File: src/rtl/xc_malu_sched_pkg.sv
// rtl/xc_malu_sched_pkg.sv - shared types and constants for the XCrypto ALU scheduler
package xc_malu_sched_pkg;

  localparam int UOP_W = 14;
  localparam int PW_W  = 5;

  localparam int UOP_DIV    = 0;
  localparam int UOP_DIVU   = 1;
  localparam int UOP_REM    = 2;
  localparam int UOP_REMU   = 3;
  localparam int UOP_MUL    = 4;
  localparam int UOP_MULU   = 5;
  localparam int UOP_MULSU  = 6;
  localparam int UOP_CLMUL  = 7;
  localparam int UOP_PMUL   = 8;
  localparam int UOP_PCLMUL = 9;
  localparam int UOP_MADD   = 10;
  localparam int UOP_MSUB   = 11;
  localparam int UOP_MACC   = 12;
  localparam int UOP_MMUL   = 13;

  typedef enum logic [3:0] {
    ST_IDLE  = 4'b0001,
    ST_RUN   = 4'b0010,
    ST_RESP  = 4'b0100,
    ST_FLUSH = 4'b1000
  } state_e;

  function automatic logic uop_is_onehot(input logic [UOP_W-1:0] uop);
    return (uop != '0) && ((uop & (uop - UOP_W'(1))) == '0);
  endfunction

endpackage

File: src/rtl/xc_malu_sched_rr_arb2.sv
// rtl/xc_malu_sched_rr_arb2.sv - two-way round-robin arbiter with its own pointer register
module xc_rr_arb2 (
  input  logic       clock,
  input  logic       resetn,
  input  logic [1:0] req,
  input  logic       advance,
  output logic [1:0] grant
);

  logic ptr_q, ptr_d;

  always_comb begin
    grant = req;
    if (req == 2'b11) grant = ptr_q ? 2'b10 : 2'b01;
    ptr_d = ptr_q;
    // After serving requester 0 the pointer favours 1, and vice versa.
    if (advance && (grant != 2'b00)) ptr_d = grant[0];
  end

  always_ff @(posedge clock) begin
    if (!resetn) ptr_q <= 1'b0;
    else         ptr_q <= ptr_d;
  end

endmodule

File: src/rtl/xc_malu_sched.sv
// rtl/xc_malu_sched.sv - shares one multi-cycle XCrypto ALU between two requesters
module xc_malu_sched
  import xc_malu_sched_pkg::*;
#(
  parameter int TIMEOUT = 64
) (
  input  logic              clock,
  input  logic              resetn,
  input  logic [1:0]        req_valid,
  output logic [1:0]        req_ready,
  input  logic [2*UOP_W-1:0] req_uop,
  input  logic [2*PW_W-1:0] req_pw,
  input  logic [63:0]       req_rs1,
  input  logic [63:0]       req_rs2,
  input  logic [63:0]       req_rs3,
  input  logic [1:0]        req_kill,
  output logic [1:0]        rsp_valid,
  input  logic [1:0]        rsp_ready,
  output logic [63:0]       rsp_result,
  output logic              rsp_error,
  output logic              malu_valid,
  output logic              malu_flush,
  output logic [UOP_W-1:0]  malu_uop,
  output logic [PW_W-1:0]   malu_pw,
  output logic [31:0]       malu_rs1,
  output logic [31:0]       malu_rs2,
  output logic [31:0]       malu_rs3,
  input  logic [63:0]       malu_result,
  input  logic              malu_ready
);

  localparam int CNT_W = $clog2(TIMEOUT);

  state_e           state_q, state_d;
  logic             owner_q, owner_d;
  logic [UOP_W-1:0] uop_q, uop_d;
  logic [PW_W-1:0]  pw_q, pw_d;
  logic [31:0]      rs1_q, rs1_d, rs2_q, rs2_d, rs3_q, rs3_d;
  logic [63:0]      result_q, result_d;
  logic             error_q, error_d;
  logic [CNT_W-1:0] cnt_q, cnt_d;

  logic [1:0]       arb_req, grant;
  logic             accept, sel, own_kill;
  logic [UOP_W-1:0] sel_uop;

  assign arb_req   = (state_q == ST_IDLE) ? req_valid : 2'b00;
  assign req_ready = grant;
  assign accept    = |grant;
  assign sel       = grant[1];
  assign sel_uop   = sel ? req_uop[2*UOP_W-1:UOP_W] : req_uop[UOP_W-1:0];
  assign own_kill  = req_kill[owner_q];

  xc_rr_arb2 u_arb (
    .clock   (clock),
    .resetn  (resetn),
    .req     (arb_req),
    .advance (accept),
    .grant   (grant)
  );

  always_comb begin
    state_d    = state_q;
    owner_d    = owner_q;
    uop_d      = uop_q;
    pw_d       = pw_q;
    rs1_d      = rs1_q;
    rs2_d      = rs2_q;
    rs3_d      = rs3_q;
    result_d   = result_q;
    error_d    = error_q;
    cnt_d      = cnt_q;
    rsp_valid  = 2'b00;
    rsp_result = '0;
    rsp_error  = 1'b0;
    malu_valid = 1'b0;
    malu_flush = 1'b0;
    malu_uop   = '0;
    malu_pw    = '0;
    malu_rs1   = '0;
    malu_rs2   = '0;
    malu_rs3   = '0;

    unique case (state_q)
      ST_IDLE: begin
        if (accept) begin
          owner_d = sel;
          uop_d   = sel_uop;
          pw_d    = sel ? req_pw[2*PW_W-1:PW_W] : req_pw[PW_W-1:0];
          rs1_d   = sel ? req_rs1[63:32] : req_rs1[31:0];
          rs2_d   = sel ? req_rs2[63:32] : req_rs2[31:0];
          rs3_d   = sel ? req_rs3[63:32] : req_rs3[31:0];
          cnt_d   = '0;
          // Malformed opcodes are answered directly; the ALU never sees them.
          if (uop_is_onehot(sel_uop)) begin
            state_d = ST_RUN;
          end else begin
            result_d = '0;
            error_d  = 1'b1;
            state_d  = ST_RESP;
          end
        end
      end
      ST_RUN: begin
        malu_valid = 1'b1;
        malu_uop   = uop_q;
        malu_pw    = pw_q;
        malu_rs1   = rs1_q;
        malu_rs2   = rs2_q;
        malu_rs3   = rs3_q;
        if (own_kill) begin
          state_d = ST_FLUSH;
        end else if (malu_ready) begin
          result_d = malu_result;
          error_d  = 1'b0;
          state_d  = ST_RESP;
        end else if (cnt_q == CNT_W'(TIMEOUT - 1)) begin
          result_d = '0;
          error_d  = 1'b1;
          state_d  = ST_RESP;
        end else begin
          cnt_d = cnt_q + CNT_W'(1);
        end
      end
      ST_RESP: begin
        rsp_valid  = owner_q ? 2'b10 : 2'b01;
        rsp_result = result_q;
        rsp_error  = error_q;
        if (own_kill || rsp_ready[owner_q]) state_d = ST_FLUSH;
      end
      ST_FLUSH: begin
        malu_flush = 1'b1;
        state_d    = ST_IDLE;
      end
      default: state_d = ST_IDLE;
    endcase
  end

  always_ff @(posedge clock) begin
    if (!resetn) begin
      state_q  <= ST_IDLE;
      owner_q  <= 1'b0;
      uop_q    <= '0;
      pw_q     <= '0;
      rs1_q    <= '0;
      rs2_q    <= '0;
      rs3_q    <= '0;
      result_q <= '0;
      error_q  <= 1'b0;
      cnt_q    <= '0;
    end else begin
      state_q  <= state_d;
      owner_q  <= owner_d;
      uop_q    <= uop_d;
      pw_q     <= pw_d;
      rs1_q    <= rs1_d;
      rs2_q    <= rs2_d;
      rs3_q    <= rs3_d;
      result_q <= result_d;
      error_q  <= error_d;
      cnt_q    <= cnt_d;
    end
  end

endmodule

File: config.mk
export PLATFORM = sky130hd
export DESIGN_NAME = xc_malu_sched
export DESIGN_NICKNAME = d
export VERILOG_FILES = /design/src/rtl/xc_malu_sched_pkg.sv /design/src/rtl/xc_malu_sched_rr_arb2.sv /design/src/rtl/xc_malu_sched.sv
export SDC_FILE = /design/constraint.sdc
export NUM_CORES = 1
export LEC_CHECK = 0
export CAP_MARGIN = 20
export CORE_AREA = 2 2 190 192
export DETAILED_ROUTE_END_ITERATION = 10
export DIE_AREA = 0 0 192 194
export SYNTH_ARGS = -nofsm -noshare
export SYNTH_HDL_FRONTEND = slang
export SYNTH_SLANG_ARGS = --single-unit
File: constraint.sdc
create_clock -name clock -period 6.8 [get_ports clock]
set_input_delay 0.68 -clock clock [delete_from_list [all_inputs] [get_ports clock]]
set_output_delay 0.68 -clock clock [all_outputs]
set_load 0.01 [all_outputs]
After elaboration in Yosys (flattened, before gate mapping)

Cells that the tools add are included.

Order comparisons: 1
Equality and inequality tests: 14
$mul: 0
Add/subtract/negate cells: 2
Bitwise logic cells: 1
Muxes and demuxes: 47
Div/mod/pow operators: 0
Shift-type cells: 0
Reductions and logical operators: 12

Operators with widths:

| cell                                                                   | count |
|---|---|
| 64-bit two-way mux                                                     | 6 |
| 32-bit two-way mux                                                     | 6 |
| 64-bit case mux with 2 select lines                                    | 1 |
| 14-bit two-way mux                                                     | 2 |
| 6-bit two-way mux                                                      | 4 |
| 4-bit two-way mux                                                      | 5 |
| 14-bit AND                                                             | 1 |
| 14-bit logical NOT                                                     | 1 |
| 14-bit nonzero test                                                    | 1 |
| 14-bit by 1-bit subtractor with 14-bit output (second input constant)  | 1 |
| 1-bit two-way mux                                                      | 12 |
| 4-bit case mux with 3 select lines                                     | 1 |
| 6-bit case mux with 2 select lines                                     | 1 |
| 2-bit two-way mux                                                      | 5 |
| 5-bit two-way mux                                                      | 2 |
| 2-bit != test (second input constant)                                  | 5 |
| 5-bit AND reduction                                                    | 2 |
| 6-bit by 1-bit adder with 6-bit output (second input constant)         | 1 |
| 6-bit equality test (second input constant)                            | 1 |
| 4-bit by 1-bit equality test with 1-bit output (second input constant) | 1 |
| 4-bit by 2-bit equality test with 1-bit output (second input constant) | 1 |
| 4-bit by 3-bit equality test with 1-bit output (second input constant) | 1 |
| 4-bit equality test (second input constant)                            | 1 |
| 4-bit != test (second input constant)                                  | 1 |
| 12 further kinds                                                       | 14 |

Bits in latches: 0
Bits in read-only memories: 0
Output and inout bits: 186
Input port bits: 303
RAM bits: 0
Logic and storage cells: 88
Memories: 0
Bits in registers: 192

Logic depth before layout (Yosys ltp)

Gate-level depths: netlist of the first run.

Depth after elaboration: 12
Mapped depth: 12
Depth with buffers taken out: 8

Hierarchy

A second synthesis of the first run with hierarchy kept.

Cells, all modules: 1,144
Area, all modules: 10,252.3 µm²

By module, submodules not included:

| module        | instances | cells each | area an instance (µm²) | seq. area each (µm²) |
|---|---|---|---|---|
| xc_malu_sched | 1         | 1,137      | 10,191.0               | 3,823.7 |
| xc_rr_arb2    | 1         | 7          | 61.3                   | 20.0 |

Worst setup path before layout of the first run

Ideal clock, no wire load.

Path type: input to register
Start: input req_uop[1]
End: register error_q
Stages: 9
Buffers on the path: 3
Required time: 6.685 ns
Library setup time: 0.115 ns
Setup slack: 3.842 ns
Arrival: 2.844 ns
Path through: or4_1 > buf_2 > nor4_1 > mux2_2 > nor3_1 > a41oi_2 > buf_6 > buf_6 > o21a_1

Longest elaborated chain between the ends: 7
Elaborated cells on any way between the ends: 8
Those cells by class: 1 x add/sub; 1 x eq/ne; 1 x mux; 1 x bitwise; 4 x reduce/logical

Ends and longest elaborated chain:

| what                                          | line                    | RTL |
|---|---|---|
| from (decl)                                   | xc_malu_sched.sv:11     | `input logic [2*UOP_W-1:0] req_uop,` |
| 14-bit two-way mux (*)                        | xc_malu_sched.sv:51     | `assign sel_uop = sel ? req_uop[2*UOP_W-1:UOP_W] : req_uop[UOP_W-1:0];` |
| 14-bit by 1-bit subtractor with 14-bit output | xc_malu_sched_pkg.sv:30 | `return (uop != '0) && ((uop & (uop - UOP_W'(1))) == '0);` |
| 14-bit AND                                    | xc_malu_sched_pkg.sv:30 |  |
| 14-bit logical NOT                            | xc_malu_sched_pkg.sv:30 |  |
| 1-bit logical AND (*)                         | xc_malu_sched_pkg.sv:30 |  |
| 2-bit != test (no line) (*)                   | -                       |  |
| 5-bit AND reduction (no line) (*)             | -                       |  |
| to (signal assigned)                          | xc_malu_sched.sv:160    | `error_q <= error_d;` |
| to (decl)                                     | xc_malu_sched.sv:40     | `logic error_q, error_d;` |

Mark *: on every way between the ends. The rest lies on a longest branch, timed or not.
A chain may end at the register's enable or synchronous reset.

Worst setup path in the final report of the first run

Start: register state_q[3]
End: output malu_rs1[19]

Longest elaborated chain between the ends: 2

Ends and longest elaborated chain:

| what                                           | line                 | RTL |
|---|---|---|
| from (decl)                                    | xc_malu_sched.sv:34  | `state_e state_q, state_d;` |
| from (signal assigned)                         | xc_malu_sched.sv:152 | `state_q <= state_d;` |
| 4-bit by 2-bit equality test with 1-bit output | xc_malu_sched.sv:84  | `unique case (state_q)` |
| 32-bit two-way mux                             | xc_malu_sched.sv:84  |  |
| to (decl)                                      | xc_malu_sched.sv:25  | `output logic [31:0] malu_rs1,` |

No other way between the ends.

==> impl_metrics.json, run 1 <==
{
  "power-per-cell-area_nw_per_um2": 217.1,
  "wl_mm": 36.32,
  "drc_errors": 0,
  "ff2ff_setup_slack_ns": 3.11,
  "synth_top_cells_by_count": "nand2_1, dfxtp_1, and2_1",
  "ios": 489,
  "dieArea_um2": 37250,
  "via_count": 10210,
  "h-tree-depth": 4,
  "hold_path.class": "reg -> reg",
  "clk_pin_slew_worst_paths_ns": 0.07,
  "power.net_switching_w": 0.001058,
  "ys.flop_type": "dfxtp_1",
  "outcome": "completed",
  "ys_warn_count": 0,
  "p_leak_nw": 5.404,
  "p_seq_frac": 0.420,
  "fp.coreArea_um2": 35220,
  "worst_hold_slack_ns": 0.4422,
  "hold_buffers": 0,
  "postCtsSetupRepairBufs": 0,
  "p_int_w": 0.002211,
  "grt_pass1_wl_mm": 55.19,
  "worst_slew_margin_rel": 0.3215,
  "endpoint": "malu_rs1[19]",
  "synth_area_leaders": "dfxtp_1, nand2_1, and2_1",
  "maxCapViolCount": 0,
  "rr_worst_depth": 9,
  "root_buffer": "clkbuf_16",
  "fin_tns_setup_ns": 0,
  "cts-resized-gates": 0,
  "cts.sinks": 192,
  "power_w": 0.003269,
  "die_h_um": 194,
  "reg2reg_to": "state_q[2]$_SDFFE_PN0P_",
  "instances_no_fill": 2132,
  "avgSynthCellArea_um2": 7.485,
  "syn-cell-area_um2": 9334,
  "worst_ep_required_time_ns": 6.12,
  "post-route-period-util": 0.6199,
  "pre_cts_slack_ns": 2.218,
  "ir_worst_vdd_mv": 0.1783,
  "finalSetupViolations": 0,
  "via_per_inst": 4.789,
  "max_slew.worst_pin.slew_ns": 1.018,
  "synth-edff-count": 0,
  "finClkSkew_ns": 0.01277,
  "die_w_um": 192,
  "syn-num-nets": 1551,
  "clock.fmax_mhz": 237.2,
  "dr.first_iter.drc_count": 388,
  "pwr-share-clk": 0.316,
  "synth_top_area_share": 0.4118,
  "grt_overflow": 0,
  "rsz0062_at_grt": "no",
  "criticalPathCategory": "reg -> out",
  "yosysMostFrequentCell": "nand2_1",
  "grt_max_degree": 152,
  "gp_congestion": 0.8226,
  "antenna_found_initial": 1,
  "synth-seq-cells": 192,
  "arrival_ns": 3.54,
  "avgRoutedWirePerCell_um": 17.03,
  "hpwl_mm": 25.35,
  "clk_path_buf_depth": 2,
  "detail-route-antenna-nets": 0,
  "seq_area_frac_synth": 0.4118,
  "first_global_vias": 9891,
  "r2r_start": "u_arb.ptr_q$_SDFFE_PN0P_",
  "drv_slew": 0,
  "syn_to_final_growth_pct": 61.31,
  "switching_share": 0.3238,
  "dr.pass1.iters": 5,
  "start_util": 0.2650,
  "portBuffers": 488,
  "setup.worst_path.end_class": "output pin",
  "period_needed_ns": 4.215,
  "final_nets": 1962,
  "clk-insertion-delay-late_ns": 0.45,
  "cp-startpoint": "state_q[3]$_SDFFE_PN0P_",
  "placementRows": 69,
  "post_synth_inst_count": 1247,
  "synth_top_cell_by_area": "dfxtp_1",
  "async_flop_share": 0,
  "numCtsBuffers": 17,
  "yosysUniqueCellTypes": 51,
  "hold_viol": 0,
  "dp_cells": 2100,
  "cts_tree": "yes",
  "drive_above_1_share": 0.03234,
  "critical_path.startpoint_type": "register",
  "grt_usage": 0.1878,
  "pwr-share-comb": 0.264,
  "critPathMaxFanout": 105,
  "fin_ws_ns": 2.585
}
power by group through the flow:
stage          clock network, W  logic (W)  registers (W)
5_1_grt                 0.00110   0.000956        0.00139
3_3_place_gp                  0   0.000856        0.00139
6_report                0.00103   0.000863        0.00137
2_1_floorplan                 0   0.000549        0.00137
3_5_place_dp                  0   0.000868        0.00139
4_1_cts                 0.00106   0.000870        0.00137
layout make-up:
type | count | area [um2]
diodes | 1 | 2.502
clock buffers | 20 | 446.7
clock inverters | 11 | 131.4
fillers | 3593 | 20170
inverters | 8 | 32.53
multi-input cells | 941 | 5069
flip-flops and latches | 192 | 3844
well taps | 461 | 576.8
repair buffers | 498 | 4955
cells in the final DEF (no fill, tap or decap), drive strengths merged, types with 4 or more instances in the layout:
| cell type | instances |
|---|---|
| nand4 | 6 |
| a21oi | 11 |
| and2 | 182 |
| clkinv | 4 |
| nor2 | 124 |
| nand2 | 353 |
| xor2 | 4 |
| nor4 | 7 |
| a31oi | 7 |
| o31ai | 4 |
| clkbuf | 20 |
| mux2i | 10 |
| inv | 11 |
| nand3 | 5 |
| dfxtp | 192 |
| clkdlybuf4s50 | 487 |
| a311oi | 106 |
| a211oi | 7 |
| buf | 11 |
| o21ai | 76 |
registers in the layout, summed over array words and instances (netlist names):
signal	count
cnt_q	6
pw_q	5
rs2_q	32
state_q	4
u_arb.ptr_q	1
rs3_q	32
owner_q	1
uop_q	14
error_q	1
result_q	64
rs1_q	32
cell families after synthesis:
logic type                 after synthesis  share of synthesized area
muxes                                   11                    0.01193
xor gates and xnor gates                 4                   0.003753
DFF                                    192                     0.4118
adders and majority gates                3                   0.003485
buffers and inverters                  114                    0.05040
and+or+nand+nor                        697                     0.3434
AOI/OAI and AO/OA                      226                     0.1752
through the flow:
step	util	cell area, um2
3_3_place_gp	0.4110	14480
5_1_grt	0.4275	15060
6_report	0.4275	15060
3_5_place_dp	0.4110	14480
2_1_floorplan	-	9334
4_1_cts	0.4274	15050
worst min-delay path by stage:
| stage | depth (start not counted) | from | endpoint | slack (ns) |
|---|---|---|---|---|
| 2_1_floorplan | 2 | result_q[24]$_SDFFE_PN0P_ | result_q[24]$_SDFFE_PN0P_ | 0.42 |
| 3_3_place_gp | 2 | result_q[48]$_SDFFE_PN0P_ | result_q[48]$_SDFFE_PN0P_ | 0.43 |
| 5_1_grt | 2 | result_q[43]$_SDFFE_PN0P_ | result_q[43]$_SDFFE_PN0P_ | 0.47 |
| 4_1_cts | 2 | result_q[52]$_SDFFE_PN0P_ | result_q[52]$_SDFFE_PN0P_ | 0.45 |
| 6_report | 2 | result_q[40]$_SDFFE_PN0P_ | result_q[40]$_SDFFE_PN0P_ | 0.44 |
| 3_5_place_dp | 2 | result_q[52]$_SDFFE_PN0P_ | result_q[52]$_SDFFE_PN0P_ | 0.44 |
worst max-delay path, cell delays in order (launching register included):
cell,delay (ns)
dfxtp_1,0.34
or4b_2,0.75
inv_2,0.27
buf_4,0.75
and2_1,0.23
clkdlybuf4s50_1,0.62
per-layer routing:
| layer | part of all wire | track usage | wire (um) | vias up |
|---|---|---|---|---|
| met5 | 0 | 0 | 0 | - |
| met3 | 0.092 | 0.06588 | 3357 | 51 |
| li1 | - | - | - | 5027 |
| met1 | 0.41 | 0.2236 | 15020 | 4728 |
| met2 | 0.47 | 0.3091 | 16970 | 405 |
| met4 | 0.027 | 0.07096 | 966 | 0 |
Power figures use the tool's default switching activity.
==> inputs of run 2 (changes only) <==
clock period = 3.5 ns   (was 6.8 ns; I/O delays follow)
==> run 2 against run 1 <==
Register-to-register slack worse by 2.5 ns. Sequential share of layout area is 0.26 points lower. Highest routed layer unchanged. Largest power group unchanged. Core utilization is 0.44 points higher. Final cell count is 0.38% higher. Critical endpoint is now malu_rs1[7]. Total power is 98% higher. Wire length is 0.84% higher. Critical path type unchanged. Critical path depth stayed put. Hold slack worse by 0.18 ns.
==> impl_metrics.json, run 2 (synthesized netlist as in run 1, its figures left out) <==
{
  "drive_above_1_share": 0.03814,
  "dr.pass1.iters": 5,
  "endpoint": "malu_rs1[7]",
  "setup.worst_path.end_class": "output pin",
  "worst_ep_required_time_ns": 3.15,
  "grt_max_degree": 218,
  "ff2ff_setup_slack_ns": 0.60,
  "via_per_inst": 4.764,
  "grt_use_met1": 0.2182,
  "cpMaxStageDelayCell": "or4b_2",
  "ios": 489,
  "hold_buffers": 0,
  "crit_chain": "or4b_2, inv_2, buf_12, and2_1, clkdlybuf4s50_1",
  "drc_errors": 0,
  "cts-resized-gates": 0,
  "clock.fmax_mhz": 309.9,
  "clk_pin_slew_worst_paths_ns": 0.08,
  "final_common_cell": "clkdlybuf4s50_1",
  "p_int_w": 0.004353,
  "clk-insertion-delay-late_ns": 0.45,
  "antenna_found_initial": 1,
  "power.net_switching_w": 0.002110,
  "met2_usage": 0.3160,
  "cp.depth": 5,
  "detail-route-antenna-nets": 0,
  "reg2reg_to": "result_q[8]$_SDFFE_PN0P_",
  "fin_tns_setup_ns": 0,
  "numCtsBuffers": 17,
  "final_nets": 1969,
  "pwr-share-clk": 0.315,
  "outcome": "completed",
  "finalSetupViolations": 0,
  "placementRows": 69,
  "via_count": 10190,
  "grt_overflow": 0,
  "gp_congestion": 0.8811,
  "power-per-cell-area_nw_per_um2": 424.9,
  "syn_to_final_growth_pct": 62.96,
  "die_h_um": 194,
  "largest_reg_flops": 64,
  "critical_path.startpoint_type": "register",
  "hpwl_mm": 25.73,
  "cts_tree": "yes",
  "drv_slew": 0,
  "criticalPathCategory": "reg -> out",
  "dr.first_iter.drc_count": 584,
  "maxCapViolCount": 0,
  "r2r_start": "state_q[3]$_SDFFE_PN0P_",
  "avgRoutedWirePerCell_um": 17.11,
  "max_slew.worst_pin.slew_ns": 1.126,
  "switching_share": 0.3265,
  "dieArea_um2": 37250,
  "final_util": 0.4318,
  "grt_usage": 0.1897,
  "grt_pass1_wl_mm": 55.71,
  "final_cell_mix": "clkdlybuf4s50_1, nand2_1, dfxtp_1",
  "die_w_um": 192,
  "ir_worst_vdd_mv": 0.3390,
  "grt_busiest_layer": "met2",
  "critPathMaxFanout": 108,
  "p_leak_nw": 5.475,
  "hold_path.class": "in -> reg",
  "p_seq_frac": 0.415,
  "finClkSkew_ns": 0.009328,
  "rr_worst_depth": 8,
  "worst_slew_margin_rel": 0.2496,
  "postCtsSetupRepairBufs": 0,
  "arrival_ns": 2.88,
  "h-tree-depth": 4,
  "pwr-share-comb": 0.270,
  "max_stage_delay_ns": 0.75,
  "cp_top_family": "buffers and inverters",
  "first_global_vias": 10120,
  "portBuffers": 488,
  "fp.coreArea_um2": 35220,
  "hold_viol": 0,
  "use_met3": 0.06661,
  "wl_mm": 36.62,
  "cp_num_buf_inv": 3,
  "cp-startpoint": "state_q[3]$_SDFFE_PN0P_",
  "period_needed_ns": 3.227,
  "cts.sinks": 192,
  "root_buffer": "clkbuf_16",
  "max_flop_register": "result_q",
  "multi_input_area_um2": 5069,
  "start_util": 0.2650,
  "nFillCells": 3570,
  "rsz0062_at_grt": "no",
  "regArea_um2": 3844,
  "post-route-period-util": 0.9221,
  "clk_path_buf_depth": 2
}
-- run 2: cell types whose count changed in the layout (fill, tap and decap cells not counted) --
cell,delta
clkbuf_1,-2
inv_6,+2
buf_12,+7
clkinvlp_4,+1
clkinv_2,+1
clkinv_4,-1
-- run 2: cell type report --
type,count,area share
multi-input cells,941,0.3332
repair buffers,505,0.3350
well taps,461,0.03792
diodes,1,0.0001645
inverters,8,0.002139
clock inverters,14,0.01004
flip-flops and latches,192,0.2527
clock buffers,18,0.02887
-- run 2: worst min path at each step --
| stage | start | cells past startpoint | slack [ns] | end |
|---|---|---|---|---|
| after floorplan | result_q[24]$_SDFFE_PN0P_ | 2 | 0.42 | result_q[24]$_SDFFE_PN0P_ |
| after global placement | result_q[50]$_SDFFE_PN0P_ | 2 | 0.43 | result_q[50]$_SDFFE_PN0P_ |
| after detailed placement | result_q[32]$_SDFFE_PN0P_ | 2 | 0.44 | result_q[32]$_SDFFE_PN0P_ |
| after CTS | resetn | 3 | 0.23 | result_q[57]$_SDFFE_PN0P_ |
| after global routing | resetn | 3 | 0.25 | result_q[57]$_SDFFE_PN0P_ |
| final | resetn | 3 | 0.26 | result_q[61]$_SDFFE_PN0P_ |
-- run 2: power by group through the flow --
| stage | clock network, W | logic, W | registers, W |
|---|---|---|---|
| after global routing | 0.00219 | 0.00193 | 0.00272 |
| after floorplan | 0 | 0.00107 | 0.00266 |
| after detailed placement | 0 | 0.00175 | 0.00272 |
| after CTS | 0.00210 | 0.00176 | 0.00268 |
| final | 0.00204 | 0.00174 | 0.00268 |
| after global placement | 0 | 0.00174 | 0.00272 |
-- run 2: per-layer routing --
| metal | vias up | wire (um) |
|---|---|---|
| met2 | 381 | 17440 |
| li1 | 5034 | - |
| met3 | 59 | 3373 |
| met4 | 0 | 1139 |
| met5 | - | 0 |
| met1 | 4720 | 14670 |
-- run 2: worst register-to-register path, delay by kind of cell (launching register included) --
kind	cells	cell delay, ns
compound gates	2	0.37
simple gates	4	1.49
flops	1	0.35
buf+inv	2	0.61
-- run 2: stage by stage --
| step | total power (W) | instance area [um2] | cells | setup WS [ns] | hold WS [ns] |
|---|---|---|---|---|---|
| finish | 0.006463 | 15210 | 2140 | 0.2727 | 0.2575 |
| global route | 0.006838 | 15210 | 2140 | 0.1410 | 0.2490 |
| CTS | 0.006530 | 15210 | 2139 | 0.1978 | 0.2290 |
| detailed placement | 0.004470 | 14620 | 2107 | 0.2343 | 0.4364 |
| global placement | 0.004458 | 14620 | 2107 | 0.3156 | 0.4304 |
| floorplan | 0.003731 | 9334 | 1247 | 0.8718 | 0.4238 |
